**src/rtl/toe_cam_pkg.sv**
```systemverilog
// Shared definitions for the TOE session CAM: geometry and allocator FSM states.
package toe_cam_pkg;

  localparam int unsigned DEPTH = 16;
  localparam int unsigned AW    = $clog2(DEPTH);

  typedef enum logic [1:0] {
    IDLE  = 2'd0,
    SCAN  = 2'd1,
    GRANT = 2'd2
  } state_e;

endpackage

```
**src/rtl/toe_cam_alloc.sv**
```systemverilog
// Entry allocator for the TOE session CAM. Hands out free entries by next-fit
// scan, picks a random victim from the LFSR word when the CAM is full, and
// tracks the valid bitmap and occupancy count under concurrent releases.
module toe_cam_alloc
  import toe_cam_pkg::*;
#(
  parameter int unsigned DEPTH = toe_cam_pkg::DEPTH,
  parameter int unsigned AW    = $clog2(DEPTH)
) (
  input  logic          Clk,
  input  logic          Rst_n,
  input  logic [15:0]   Rnd,
  input  logic          AllocReq,
  output logic          AllocAck,
  output logic [AW-1:0] AllocIdx,
  output logic          AllocEvict,
  input  logic          FreeValid,
  input  logic [AW-1:0] FreeIdx,
  output logic          FreeErr,
  output logic [AW:0]   Count,
  output logic          Full,
  output logic          Empty
);

  localparam logic [AW:0] CNT_FULL = (AW+1)'(DEPTH);

  state_e           state_q, state_d;
  logic [DEPTH-1:0] valid_q, valid_d;
  logic [AW:0]      count_q, count_d;
  logic             full_q, empty_q;
  logic [AW-1:0]    nf_q, sp_q, li_q, idx_q;
  logic             le_q, ack_q, evict_q, free_err_q;
  logic             grant, same_idx, set_new, clr_hit, free_err_d;

  // Only the low AW bits of the random word pick a victim.
  if (AW < 16) begin : g_rnd_spare
    logic unused_rnd_hi;
    assign unused_rnd_hi = ^Rnd[15:AW];
  end

  // State register.
  always_ff @(posedge Clk) begin
    // NOTE: non-blocking assignments so every register samples pre-edge values, independent of statement order.
    if (!Rst_n) state_q <= IDLE;
    else        state_q <= state_d;
  end

  // Next-state: full CAM jumps straight to GRANT, otherwise scan for a hole.
  always_comb begin
    // NOTE: default assignment first so no path leaves the signal unassigned and infers a latch.
    state_d = state_q;
    unique case (state_q)
      IDLE:    if (AllocReq) state_d = full_q ? GRANT : SCAN;
      SCAN:    if (!valid_q[sp_q]) state_d = GRANT;
      GRANT:   state_d = IDLE;
      default: state_d = IDLE;
    endcase
  end

  // Output/update decode: a set in GRANT beats a release of the same index.
  always_comb begin
    grant      = (state_q == GRANT);
    same_idx   = grant && (FreeIdx == li_q);
    set_new    = grant && !valid_q[li_q];
    clr_hit    = FreeValid && valid_q[FreeIdx] && !same_idx;
    free_err_d = FreeValid && !valid_q[FreeIdx] && !same_idx;
    valid_d    = valid_q;
    if (clr_hit) valid_d[FreeIdx] = 1'b0;
    if (grant)   valid_d[li_q]    = 1'b1;
    count_d    = count_q + (AW+1)'(set_new) - (AW+1)'(clr_hit);
  end

  // Bitmap, occupancy, pointers and registered outputs.
  always_ff @(posedge Clk) begin
    if (!Rst_n) begin
      // NOTE: the bitmap is flops, not a RAM, so it clears on reset like any other state.
      valid_q    <= '0;
      count_q    <= '0;
      full_q     <= 1'b0;
      empty_q    <= 1'b1;
      nf_q       <= '0;
      sp_q       <= '0;
      li_q       <= '0;
      le_q       <= 1'b0;
      ack_q      <= 1'b0;
      idx_q      <= '0;
      evict_q    <= 1'b0;
      free_err_q <= 1'b0;
    end else begin
      valid_q    <= valid_d;
      count_q    <= count_d;
      full_q     <= (count_d == CNT_FULL);
      empty_q    <= (count_d == '0);
      free_err_q <= free_err_d;
      ack_q      <= grant;
      idx_q      <= grant ? li_q : '0;
      evict_q    <= grant && le_q;
      if (grant) nf_q <= li_q + AW'(1);
      unique case (state_q)
        IDLE: begin
          if (AllocReq) begin
            if (full_q) begin
              li_q <= Rnd[AW-1:0];
              le_q <= 1'b1;
            end else begin
              sp_q <= nf_q;
            end
          end
        end
        SCAN: begin
          if (!valid_q[sp_q]) begin
            li_q <= sp_q;
            le_q <= 1'b0;
          end else begin
            sp_q <= sp_q + AW'(1);
          end
        end
        default: ;
      endcase
    end
  end

  assign AllocAck   = ack_q;
  assign AllocIdx   = idx_q;
  assign AllocEvict = evict_q;
  assign FreeErr    = free_err_q;
  assign Count      = count_q;
  assign Full       = full_q;
  assign Empty      = empty_q;

endmodule

```
**config.mk**
```make
export PLATFORM = sky130hd
export DESIGN_NAME = toe_cam_alloc
export DESIGN_NICKNAME = d
export VERILOG_FILES = /design/src/rtl/toe_cam_pkg.sv /design/src/rtl/toe_cam_alloc.sv
export SDC_FILE = /design/constraint.sdc
export NUM_CORES = 1
export LEC_CHECK = 0
export CORE_ASPECT_RATIO = 0.6
export CORE_MARGIN = 1
export CORE_UTILIZATION = 51
export CTS_BUF_LIST = sky130_fd_sc_hd__clkbuf_2
export DETAILED_ROUTE_END_ITERATION = 7
export PLACE_DENSITY_LB_ADDON = 0.25
export SYNTH_ARGS = -nofsm -noshare
export SYNTH_HDL_FRONTEND = slang
export SYNTH_SLANG_ARGS = --single-unit
```
**constraint.sdc**
```tcl
create_clock -name Clk -period 4.4 [get_ports Clk]
set_input_delay 0.66 -clock Clk [delete_from_list [all_inputs] [get_ports Clk]]
set_output_delay 0.66 -clock Clk [all_outputs]
set_load 0.01 [all_outputs]
```
==> flow_summary.toml, run 1 <==
[floorplanning]
io_pins = 38
rows = 19
die_h_um = 57.79
die_width_um = 94.97
start_util_pct = 55.35
die-area_um2 = 5488
coreArea_um2 = 4778

[placed_design]
place_inst = 360
hpwl_um = 4973
gp_congestion = 0.8576
port_buffers = 25
preCtsSetupSlack_ps = 4.703

[cts]
root_buffer = "clkbuf_2"
cts_tree = "built"
cts_resized = 0
clock_latency_ps = 410
clkTransAtPathRegs_ps = 220
htree_num_levels = 2
cts.sinks = 45
clockBufferDepth = 2
cts_made_buffers = 5
hold_buffers = 0
cts_setup_buffers = 0

[worst_setup_path]
worstSetupPathType = "input port to register"
required_ps = 4760
reg2reg_to = "Empty"
cp-startpoint = "FreeIdx[0]"
worstPathMaxFanout = 11
endpoint_kind = "register"
cp_num_cells = 15
worstPathCellList = "clkdlybuf4s50_1, buf_12, mux4_2, nor2b_1, o21a_1, a21oi_1, nor2_1, ha_1, inv_1, ha_1, inv_1, fa_1, xnor2_1, or4b_2, o21ai_0"
critPathCapture = "Empty"
arrival_ps = 4350
critPathBufInv = 4
path_delay_family = "adder cells"
worstSetupStartpointType = "input port"
rr_worst_depth = 11
slowest_delay_ps = 640
r2r-start = "li_q[0]"
slowest_stage = "or4b_2"
reg2reg_slack_ps = 520

[yosys]
yosysSeqAreaShare_pct = 34.06
syn_area_um2 = 2645
synth_seq_cells = 45
synth_fp_nets = 320
async_flop_share_pct = 0
syn_inst = 285
ys_warn_count = 0
ys_types = 56
avgSynthCellArea_um2 = 9.281
dominantRegCellSynth = "dfxtp_1"
synth_edf_count = 0

[layout]
area_growth_pct = 12.72
n_fill_cell = 427
layout_commonest_cell = "dfxtp_1"
n_antenna_cell = 0
layout-drive-gt1-share_pct = 11.48
seq_area_um2 = 900.9
final_cell_mix = "dfxtp_1 (45), a21oi_1 (27), nand2_1 (27)"
fin_cells = 368
layout.nets = 339
multiInputGateArea_um2 = 1597

[grt]
grt_pass1_wl_um = 10680
grt_antenna_before_repair = 0
gr-usage-all-layers_pct = 26.79
grt_max_degree = 31
grt_pass1_vias = 1980
grt-ovfl-total = 0

[detailed_routing]
initialDrtViolationCount = 211
met3_wirelength_um = 952
vias_per_cell = 6.092
wirelength_um = 6652
drc = 0
drt_first_pass_iters = 5
highest_layer = "met4"
wl_met2_um = 2615
avgRoutedWirePerCell_um = 18.08
met1_length_um = 3021
dr_total_vias = 2242
ant_nets = 0

[sta]
max_clock_freq_mhz = 250.4
slew-limit-headroom_pct = 30.62
period_share_pct = 90.75
worstMarginPinSlew_ps = 1040
setup_violations = 0
hold_viol_final = 0
timing.hold.ws_ps = 507.3
worst_clock_skew_ps = 14.14
maxSlewViolCount = 0
fin_crit_ps = 3993
setup_tns_ps = 0
rsz0062_at_grt = "false"
final.setup.worst_slack_ps = 406.9

[run]
maxCapViolations = 0

[hold_path]
hold_path.class = "register to register"

[pwr]
peakVddDrop_mv = 0.1984
power_leakage_nw = 1.087
power_mw = 1.049
power-per-cell-area_nw_per_um2 = 351.8

[outcome]
status = "finished, final reports clean"
[layer usage]
| metal | up-vias | global-route usage, % |
|---|---|---|
| li1 | 1063 | - |
| met5 | - | 0 |
| met3 | 10 | 8.924 |
| met4 | 0 | 5.628 |
| met1 | 1043 | 41.54 |
| met2 | 126 | 35.46 |
[worst reg2reg max path: cells and delay by family, from the launching register on]
family | cells | cell delay [ps]
multiplexers | 2 | 1050
buffers and inverters | 2 | 120
AO/OA/AOI/OAI | 1 | 150
flip-flops | 1 | 690
AND/OR/NAND/NOR | 2 | 810
adder cells (fa/ha/maj) | 3 | 860
XOR/XNOR | 1 | 170
[where the power goes]
group          leakage, nW  switching (mW)  internal [mW]
Combinational        0.682           0.168          0.150
Sequential           0.365          0.0601          0.445
Clock               0.0406           0.129         0.0969
Total                 1.09           0.357          0.692
[cell families (layout without fill, tap and decap cells)]
logic type	count (synthesis)	in the layout	synth area share (%)
buffers and inverters	29	49	5.582
AND/OR/NAND/NOR	92	92	18.40
AO/OA/AOI/OAI	70	70	18.07
flip-flops	45	45	34.06
adder cells (fa/ha/maj)	11	11	5.487
multiplexers	25	25	14.10
XOR/XNOR	13	13	4.305
[registers in the layout (all words and copies together), names as in the netlist]
name,cells
FreeErr,1
state_q,2
Count,5
sp_q,4
AllocIdx,4
AllocAck,1
AllocEvict,1
li_q,4
nf_q,4
Full,1
Empty,1
valid_q,16
le_q,1
[worst min-delay path by stage]
stage                     startpoint          to  slack [ps]  depth (start not counted)
final                           le_q  AllocEvict         510                          1
after global routing            le_q  AllocEvict         520                          1
after CTS                       le_q  AllocEvict         500                          1
after detailed placement        le_q  AllocEvict         470                          1
after global placement          le_q  AllocEvict         480                          1
after floorplan              nf_q[1]     nf_q[1]         430                          2
[stage by stage]
stage                     instance area (um^2)  util (%)
after floorplan                           2645         -
after global placement                    2918     61.06
final                                     2982     62.40
after CTS                                 2982     62.40
after global routing                      2982     62.40
after detailed placement                  2918     61.06
[cells in the mapped netlist (all sizes together), types with 3 or more instances]
library cell  count  area, um^2
dfxtp            45       900.9
a21oi            27       135.1
nand2            27       101.4
nor2             18       70.07
mux2i            14       140.1
o21ai            12       63.81
inv              11       41.29
clkbuf           10       37.54
ha               10       125.1
nand2b           10       62.56
mux4              9       206.5
xnor2             9       78.83
and2              8       51.30
buf               7       56.30
nor3              7       40.04
a211oi            6       45.04
a311oi            5       50.04
nor2b             5       31.28
o211ai            5       42.54
and3              4       25.02
xor2              4       35.03
a221o             3       31.28
[layout make-up]
cell class,count,area share (%)
clock buffers,6,1.007
clock inverters,2,1.133
inverters,11,1.385
multi-input cells,211,53.55
flip-flops and latches,45,30.21
well taps,63,2.644
repair buffers,30,10.07
Note: power is estimated with default switching activity, not from simulation.
==> inputs of run 2 (changes only) <==
- SKIP_LAST_GASP: unset -> 1
==> results of run 2 <==
The final DEF is identical to that of run 1; final timing and power are the same.
==> inputs of run 3 (changes only) <==
- HOLD_SLACK_MARGIN: unset -> 0.12
==> results of run 3 <==
The final DEF is identical to that of run 1; final timing and power are the same.
